File: config.mk
export PLATFORM = sky130hd
export DESIGN_NAME = ibex_rf_write_sched
export DESIGN_NICKNAME = d
export VERILOG_FILES = /design/src/rtl/ibex_rf_write_sched.sv
export SDC_FILE = /design/constraint.sdc
export NUM_CORES = 1
export LEC_CHECK = 0
export ABC_AREA = 1
export BUFFER_PORTS_ARGS = -buffer_cell sky130_fd_sc_hd__buf_2
export CAP_MARGIN = 20
export CORE_ASPECT_RATIO = 0.5
export CORE_MARGIN = 10
export CORE_UTILIZATION = 52
export DETAILED_ROUTE_END_ITERATION = 7
export PLACE_DENSITY = 0.85
export SYNTH_ARGS = -nofsm -noshare
export SYNTH_HDL_FRONTEND = slang
export SYNTH_SLANG_ARGS = --single-unit
File: constraint.sdc
create_clock -name clk_int -period 3 [get_ports clk_int]
set_input_delay 0.6 -clock clk_int [delete_from_list [all_inputs] [get_ports clk_int]]
set_output_delay 0.6 -clock clk_int [all_outputs]
set_load 0.05 [all_outputs]
File: src/rtl/ibex_rf_write_sched.sv
`default_nettype none
// ============================================================================
// Module      : ibex_rf_write_sched
// Description : Write-port scheduler for the latch-based register file.
//               Runs a zero-initialisation sweep after reset, because the
//               latch array has no reset of its own. After the sweep it
//               arbitrates the single write port between the EX and LSU
//               writebacks. LSU normally wins, but a starvation counter
//               gives EX priority after StarveLimit consecutive denials.
// Revision    : 1.0 - initial release
// ============================================================================
module ibex_rf_write_sched #(
   parameter int unsigned DataWidth   = 32,
   parameter bit          RV32E       = 1'b0,
   parameter int unsigned StarveLimit = 3
) (
   input  logic                 clk_int,
   input  logic                 rst_ni,

   input  logic                 ex_req_i,
   input  logic [4:0]           ex_addr_i,
   input  logic [DataWidth-1:0] ex_wdata_i,
   output logic                 ex_gnt_o,

   input  logic                 lsu_req_i,
   input  logic [4:0]           lsu_addr_i,
   input  logic [DataWidth-1:0] lsu_wdata_i,
   output logic                 lsu_gnt_o,

   output logic                 init_done_o,

   output logic                 rf_we_o,
   output logic [4:0]           rf_waddr_o,
   output logic [DataWidth-1:0] rf_wdata_o
);

   // -------------------------------------------------------------------------
   // Constants
   // -------------------------------------------------------------------------
   localparam int unsigned NUM_WORDS  = RV32E ? 16 : 32;

   // The sweep counter runs one past the last register so that the final
   // sweep write is still issued from INIT; reaching NUM_WORDS marks the end.
   localparam logic [5:0]  INIT_FIRST = 6'd1;
   localparam logic [5:0]  INIT_END   = 6'(NUM_WORDS);

   // RV32E has only 16 registers, so address bit 4 is ignored.
   localparam logic [4:0]  ADDR_MASK  = RV32E ? 5'h0F : 5'h1F;

   localparam logic [3:0]  STARVE_MAX = 4'(StarveLimit);

   localparam logic [0:0]  ST_INIT    = 1'b0;
   localparam logic [0:0]  ST_RUN     = 1'b1;

   // -------------------------------------------------------------------------
   // Declarations
   // -------------------------------------------------------------------------
   logic [0:0]           state_q, state_d;
   logic [5:0]           init_cnt_q, init_cnt_d;
   logic [3:0]           starve_q, starve_d;

   logic                 we_q, we_d;
   logic [4:0]           waddr_q, waddr_d;
   logic [DataWidth-1:0] wdata_q, wdata_d;

   logic [4:0]           ex_addr_eff;
   logic [4:0]           lsu_addr_eff;
   logic                 ex_prio;
   logic                 ex_gnt;
   logic                 lsu_gnt;
   logic                 ex_xfer;
   logic                 lsu_xfer;
   logic                 any_xfer;
   logic [4:0]           sel_addr;
   logic [DataWidth-1:0] sel_wdata;

   // Effective destination addresses after the RV32E bit-4 mask.
   assign ex_addr_eff  = ex_addr_i  & ADDR_MASK;
   assign lsu_addr_eff = lsu_addr_i & ADDR_MASK;

   // EX takes priority only once it has been denied StarveLimit times in a row.
   assign ex_prio = (starve_q == STARVE_MAX);

   // -------------------------------------------------------------------------
   // FSM: state register
   // -------------------------------------------------------------------------
   // State register; reset always returns to the start of the sweep.
   always_ff @(posedge clk_int or negedge rst_ni) begin
      if (!rst_ni) begin
         state_q <= ST_INIT;
      end else begin
         state_q <= state_d;
      end
   end

   // -------------------------------------------------------------------------
   // FSM: next-state logic
   // -------------------------------------------------------------------------
   // Move to RUN once the counter has passed the last register of the sweep.
   always_comb begin
      state_d = state_q;
      case (state_q)
         ST_INIT: begin
            if (init_cnt_q == INIT_END) begin
               state_d = ST_RUN;
            end
         end
         ST_RUN: begin
            state_d = ST_RUN;
         end
         default: begin
            state_d = ST_INIT;
         end
      endcase
   end

   // -------------------------------------------------------------------------
   // FSM: output logic (grants)
   // -------------------------------------------------------------------------
   // Grants are combinational and suppressed during the sweep; LSU wins ties
   // unless EX has been starved up to the limit.
   always_comb begin
      ex_gnt  = 1'b0;
      lsu_gnt = 1'b0;
      case (state_q)
         ST_RUN: begin
            lsu_gnt = lsu_req_i & ~(ex_req_i & ex_prio);
            ex_gnt  = ex_req_i & ~lsu_gnt;
         end
         default: begin
            ex_gnt  = 1'b0;
            lsu_gnt = 1'b0;
         end
      endcase
   end

   assign ex_gnt_o    = ex_gnt;
   assign lsu_gnt_o   = lsu_gnt;
   assign init_done_o = (state_q == ST_RUN);

   // -------------------------------------------------------------------------
   // Transfer selection
   // -------------------------------------------------------------------------
   assign ex_xfer   = ex_req_i  & ex_gnt;
   assign lsu_xfer  = lsu_req_i & lsu_gnt;
   assign any_xfer  = ex_xfer | lsu_xfer;
   assign sel_addr  = lsu_xfer ? lsu_addr_eff : ex_addr_eff;
   assign sel_wdata = lsu_xfer ? lsu_wdata_i  : ex_wdata_i;

   // -------------------------------------------------------------------------
   // Sweep counter and starvation counter
   // -------------------------------------------------------------------------
   // Advance the sweep counter in INIT; track consecutive EX denials in RUN.
   always_comb begin
      init_cnt_d = init_cnt_q;
      starve_d   = 4'd0;

      if ((state_q == ST_INIT) && (init_cnt_q != INIT_END)) begin
         init_cnt_d = init_cnt_q + 6'd1;
      end

      if ((state_q == ST_RUN) && ex_req_i && !ex_gnt) begin
         if (starve_q == STARVE_MAX) begin
            starve_d = STARVE_MAX;
         end else begin
            starve_d = starve_q + 4'd1;
         end
      end
   end

   // -------------------------------------------------------------------------
   // Write-port next values
   // -------------------------------------------------------------------------
   // Sweep writes zero to the counter address; in RUN a granted transfer is
   // registered unless it targets x0, which is accepted but discarded.
   always_comb begin
      we_d    = 1'b0;
      waddr_d = waddr_q;
      wdata_d = wdata_q;

      if (state_q == ST_INIT) begin
         if (init_cnt_q != INIT_END) begin
            we_d    = 1'b1;
            waddr_d = init_cnt_q[4:0];
            wdata_d = '0;
         end
      end else if (any_xfer && (sel_addr != 5'd0)) begin
         we_d    = 1'b1;
         waddr_d = sel_addr;
         wdata_d = sel_wdata;
      end
   end

   // -------------------------------------------------------------------------
   // Registers
   // -------------------------------------------------------------------------
   // Counters and the registered write port; reset drops any pending write.
   always_ff @(posedge clk_int or negedge rst_ni) begin
      if (!rst_ni) begin
         init_cnt_q <= INIT_FIRST;
         starve_q   <= 4'd0;
         we_q       <= 1'b0;
         waddr_q    <= 5'd0;
         wdata_q    <= '0;
      end else begin
         init_cnt_q <= init_cnt_d;
         starve_q   <= starve_d;
         we_q       <= we_d;
         waddr_q    <= waddr_d;
         wdata_q    <= wdata_d;
      end
   end

   assign rf_we_o    = we_q;
   assign rf_waddr_o = waddr_q;
   assign rf_wdata_o = wdata_q;

endmodule
`default_nettype wire

Yosys cells after proc, flatten, opt, wreduce, memory -nomap -nowiden --
Cells that the tools add are included.
Storage, ports and cells: input port bits 78, bits in latches 0, memory bits (writable) 0, output and inout bits 41, bits in read-only memories 0, logic and storage cells 46, memories 0, bits in registers 49
Operators by class: reductions and logical operators 8, divide/modulo/power cells 0, mux-type cells 17, $mul 0, bitwise logic cells 9, shift-type cells 0, equal/unequal tests 4, $add $sub $neg 2, $lt $le $gt $ge 0
Operator list (number):
- $mux 32 | 4
- $mux 5 | 4
- $mux 4 | 2
- $add 6x1->6 const B | 1
- $eq 6x6->1 const B | 1
- $mux 1 | 6
- $ne 6x6->1 const B | 1
- $and 1x1->1 | 5
- $reduce_bool 5->1 | 1
- $add 4x1->4 const B | 1
- $eq 4x2->1 const B | 1
- $logic_and 1x1->1 | 4
- $not 1->1 | 3
- $ne 2x1->1 const B | 1
- $pmux 1 s2 | 1
- $reduce_and 2->1 | 1
- $reduce_bool 2->1 | 1
- $logic_not 1->1 | 1
- $or 1x1->1 | 1

Depth between registers and ports, before layout --
word-level depth 12, gate-level depth with buffers 11, gate-level depth less buffers 10

Worst setup path after synthesis --
OpenSTA, ideal clock, no wires.
kind flip-flop to output port, start register starve_q[0], end output ex_gnt_o, buffers on the path 1, data required time 2.400 ns, data arrival time 1.886 ns, slack 0.514 ns, cell stages (with the launch flop) 7, path through dfrtp_1 -> ha_1 -> nand3_4 -> nand2_1 -> clkinv_1 -> buf_2 -> nor2_1
On the way: word-level cells in the longest chain between the ends 7
Ends and longest elaborated chain:
- start, declared | RTL line 60 | logic [3:0] starve_q, starve_d;
- start signal, assigned | RTL line 207 | starve_q <= starve_d;
- $eq 4x2->1 | RTL line 82 | assign ex_prio = (starve_q == STARVE_MAX);
- $and 1x1->1 | RTL line 127 | lsu_gnt = lsu_req_i & ~(ex_req_i & ex_prio);
- $not 1->1 | RTL line 127
- $and 1x1->1 | RTL line 127
- $not 1->1 | RTL line 128 | ex_gnt = ex_req_i & ~lsu_gnt;
- $and 1x1->1 | RTL line 128
- $mux 1 | RTL line 125 | case (state_q)
- end, declared | RTL line 23 | output logic ex_gnt_o,
Every way passes these cells.

Final worst setup path --
Ends and elaborated chain as after synthesis.

==> impl_results.md <==
* Initial DRT Pass Iterations at 4
* Period utilization at 0.7474
* Clk root buf: clkbuf_8
* Post-Synthesis Cell Area at 2775 µm²
* Worst VDD drop at 0.2335 mV
* NumNets Final at 551
* H-tree depth at 2
* Relative slew slack at 0.5448
* Starting Density at 0.5501
* Endpoints failing hold at 0
* Post-synthesis sequential area ratio at 0.4423
* Flops & latches, synth at 49
* Final Slew Violations at 0
* Leak at 0.002043 µW
* Synth cell types at 27
* Highest-count cells in the layout ignoring fill and taps: 157 x nand2_1, 118 x buf_2, 50 x nand3_1, 48 x dfrtp_1, 20 x nand3_2
* Endpoints failing setup at 0
* Via-to-Cell Ratio at 5.017
* Setup_tns at 0 ps
* Port Buffers at 118
* RSZ-0062 raised after global routing: no
* Hold Crit Class: input port to async pin
* Routability congestion estimate at 0.8794
* Crit path required time at 2400 ps
* Max-Cap Viols at 0
* Post-CTS Setup Inserts at 0
* Final wirelength at 7909 µm
* Routed length per instance at 14.62 µm
* Die area at 8836 µm²
* First-pass GRT wire length at 13140 µm
* DP HPWL at 6051 µm
* Cts hold-fix bufs at 0
* Critical path class: flip-flop to primary output
* Total vias in the final route at 2714
* FILL cells at 443
* Largest net degree at the start of global routing at 36
* CTS tree: built
* P per Cell Area at 481.0 nW/µm²
* Clock Pin Slew Worst Setup and Hold Paths at 90 ps
* Multi-input logic area at 1370 µm²
* Clk sinks at 49
* Syn avg cell area at 7.774 µm²
* Cells after Synth at 357
* Io pins at 119
* Initial antenna violation count at 0
* Clk buf depth at 2
* Crit path arrival time at 1640 ps
* Synth Warn # at 0
* Outcome: finished clean
* Post-Synthesis Net Count at 438
* Clk_skew at 6.319 ps
* Area growth, synth to finish at 27.19%
* Max Freq at 446.0 MHz
* Min Hold Slack at 270.6 ps
* DRC Markers at 0
* Std cell rows at 18
* Post-CTS Resized at 0
* Vias in the first global route at 2736
* Core ar. at 5045 µm²
* Worst-margin pin slew at 681.8 ps
* CTS Buf Count at 5
* Leading cell type in the layout, fill and taps excluded: nand2_1
* Register Area at 1227 µm²
* Min Tclk post-route at 2242 ps
* Die H at 71.66 µm
* Ant. Diodes at 0
* Die Width at 123.3 µm
* Global router's overall resource usage at 0.1770
* Ratio of cells with drive above 1 in the final layout at 0.3461
* Startpoint types: flip-flop
* CP Capture Type: primary output
* Initial DRC Count at 169
* Worst skew pair latency at 300 ps
* CP Max Fanout at 6
* Global route overflow at 0
* Antenna-violating nets left at 0
-- final timing paths --
path	startpoint	to	slack (ps)	cells after the start
setup / recovery	starve_q[0]	ex_gnt_o	760	6
hold / removal	rst_ni	rf_wdata_o[15]	270	1
setup reg to reg	starve_q[0]	rf_wdata_o[12]	860	9
hold reg to reg	init_cnt_q[5]	init_cnt_q[5]	480	1
max in group asynchronous	rst_ni	rf_waddr_o[4]	2130	2
min in group clk_int	init_cnt_q[5]	init_cnt_q[5]	480	1
-- worst max-delay path: stages, from the launching register on --
cell,delay (ps)
dfrtp_1,380
ha_1,280
nand3_4,140
nand2_1,110
clkinv_1,80
nor2_1,80
buf_2,270
-- Yosys cell counts --
library cell  number  area share
dfrtp_1           48        0.43
inv_2              1      0.0014
o21ai_2            1      0.0032
nand2_4            1      0.0041
nor3b_1            2      0.0054
nand3_2           20       0.072
nand3_4            2       0.013
clkinv_1           1      0.0014
dfstp_2            1      0.0095
o31ai_2            1      0.0045
o21bai_1           1      0.0027
inv_1             16       0.022
buf_4              1      0.0027
clkbuf_1           9       0.012
xor2_1             6       0.019
nand2_1          157        0.21
or2_1              1      0.0023
nand3_1           50       0.090
nor2_1             7      0.0095
ha_1               3       0.014
buf_2              5      0.0090
a21oi_1            7       0.013
o21ai_0            5      0.0090
nand4_1            4      0.0090
nor2_4             1      0.0041
buf_6              5       0.020
xnor2_1            1      0.0032
-- stage by stage --
stage	instances	power [µW]	cell area, µm²	setup slack (ps)	utilization
after floorplan	357	1119	2775	513.9	-
after global placement	533	1280	3428	951.0	0.6796
after detailed placement	533	1288	3428	891.7	0.6796
after CTS	541	1708	3530	734.6	0.6997
after global routing	541	1781	3530	633.1	0.6997
final	541	1698	3530	757.8	0.6997
-- cell type report --
class / count / share of cell area
repair buffers: 126 / 0.1914
clock inverters: 1 / 0.001418
clock buffers: 7 / 0.02730
well taps: 70 / 0.02481
inverters: 18 / 0.01914
flip-flops and latches: 49 / 0.3477
multi-input cells: 270 / 0.3882
-- flip-flops by register name, indices dropped and copies added (netlist names) --
register / cells
rf_wdata_o: 32
init_cnt_q: 6
rf_waddr_o: 5
starve_q: 4
init_done_o: 1
rf_we_o: 1
-- layer usage --
| layer | up-vias | routed length (µm) | track usage |
|---|---|---|---|
| met5 | - | 0 | 0 |
| met4 | 0 | 106 | 0.04878 |
| met3 | 8 | 492 | 0.04535 |
| met2 | 74 | 4072 | 0.3190 |
| met1 | 1268 | 3237 | 0.2038 |
| li1 | 1364 | - | - |
-- power by group --
part / leakage, µW / internal [µW] / switching, µW
clock network: 0.0000542 / 209 / 218
registers: 0.000598 / 718 / 30.8
logic: 0.00139 / 145 / 376
total: 0.00204 / 1070 / 625
-- cell families (layout without fill, tap and decap cells) --
group	after synthesis	count (layout)	share of synthesized area
AO/OA/AOI/OAI	15	15	0.03201
XOR/XNOR	7	7	0.02209
adder cells (fa/ha/maj)	3	3	0.01353
buffers and inverters	38	152	0.06853
flip-flops	49	49	0.4423
AND/OR/NAND/NOR	245	245	0.4216
Note: power is estimated with default switching activity, not from simulation.
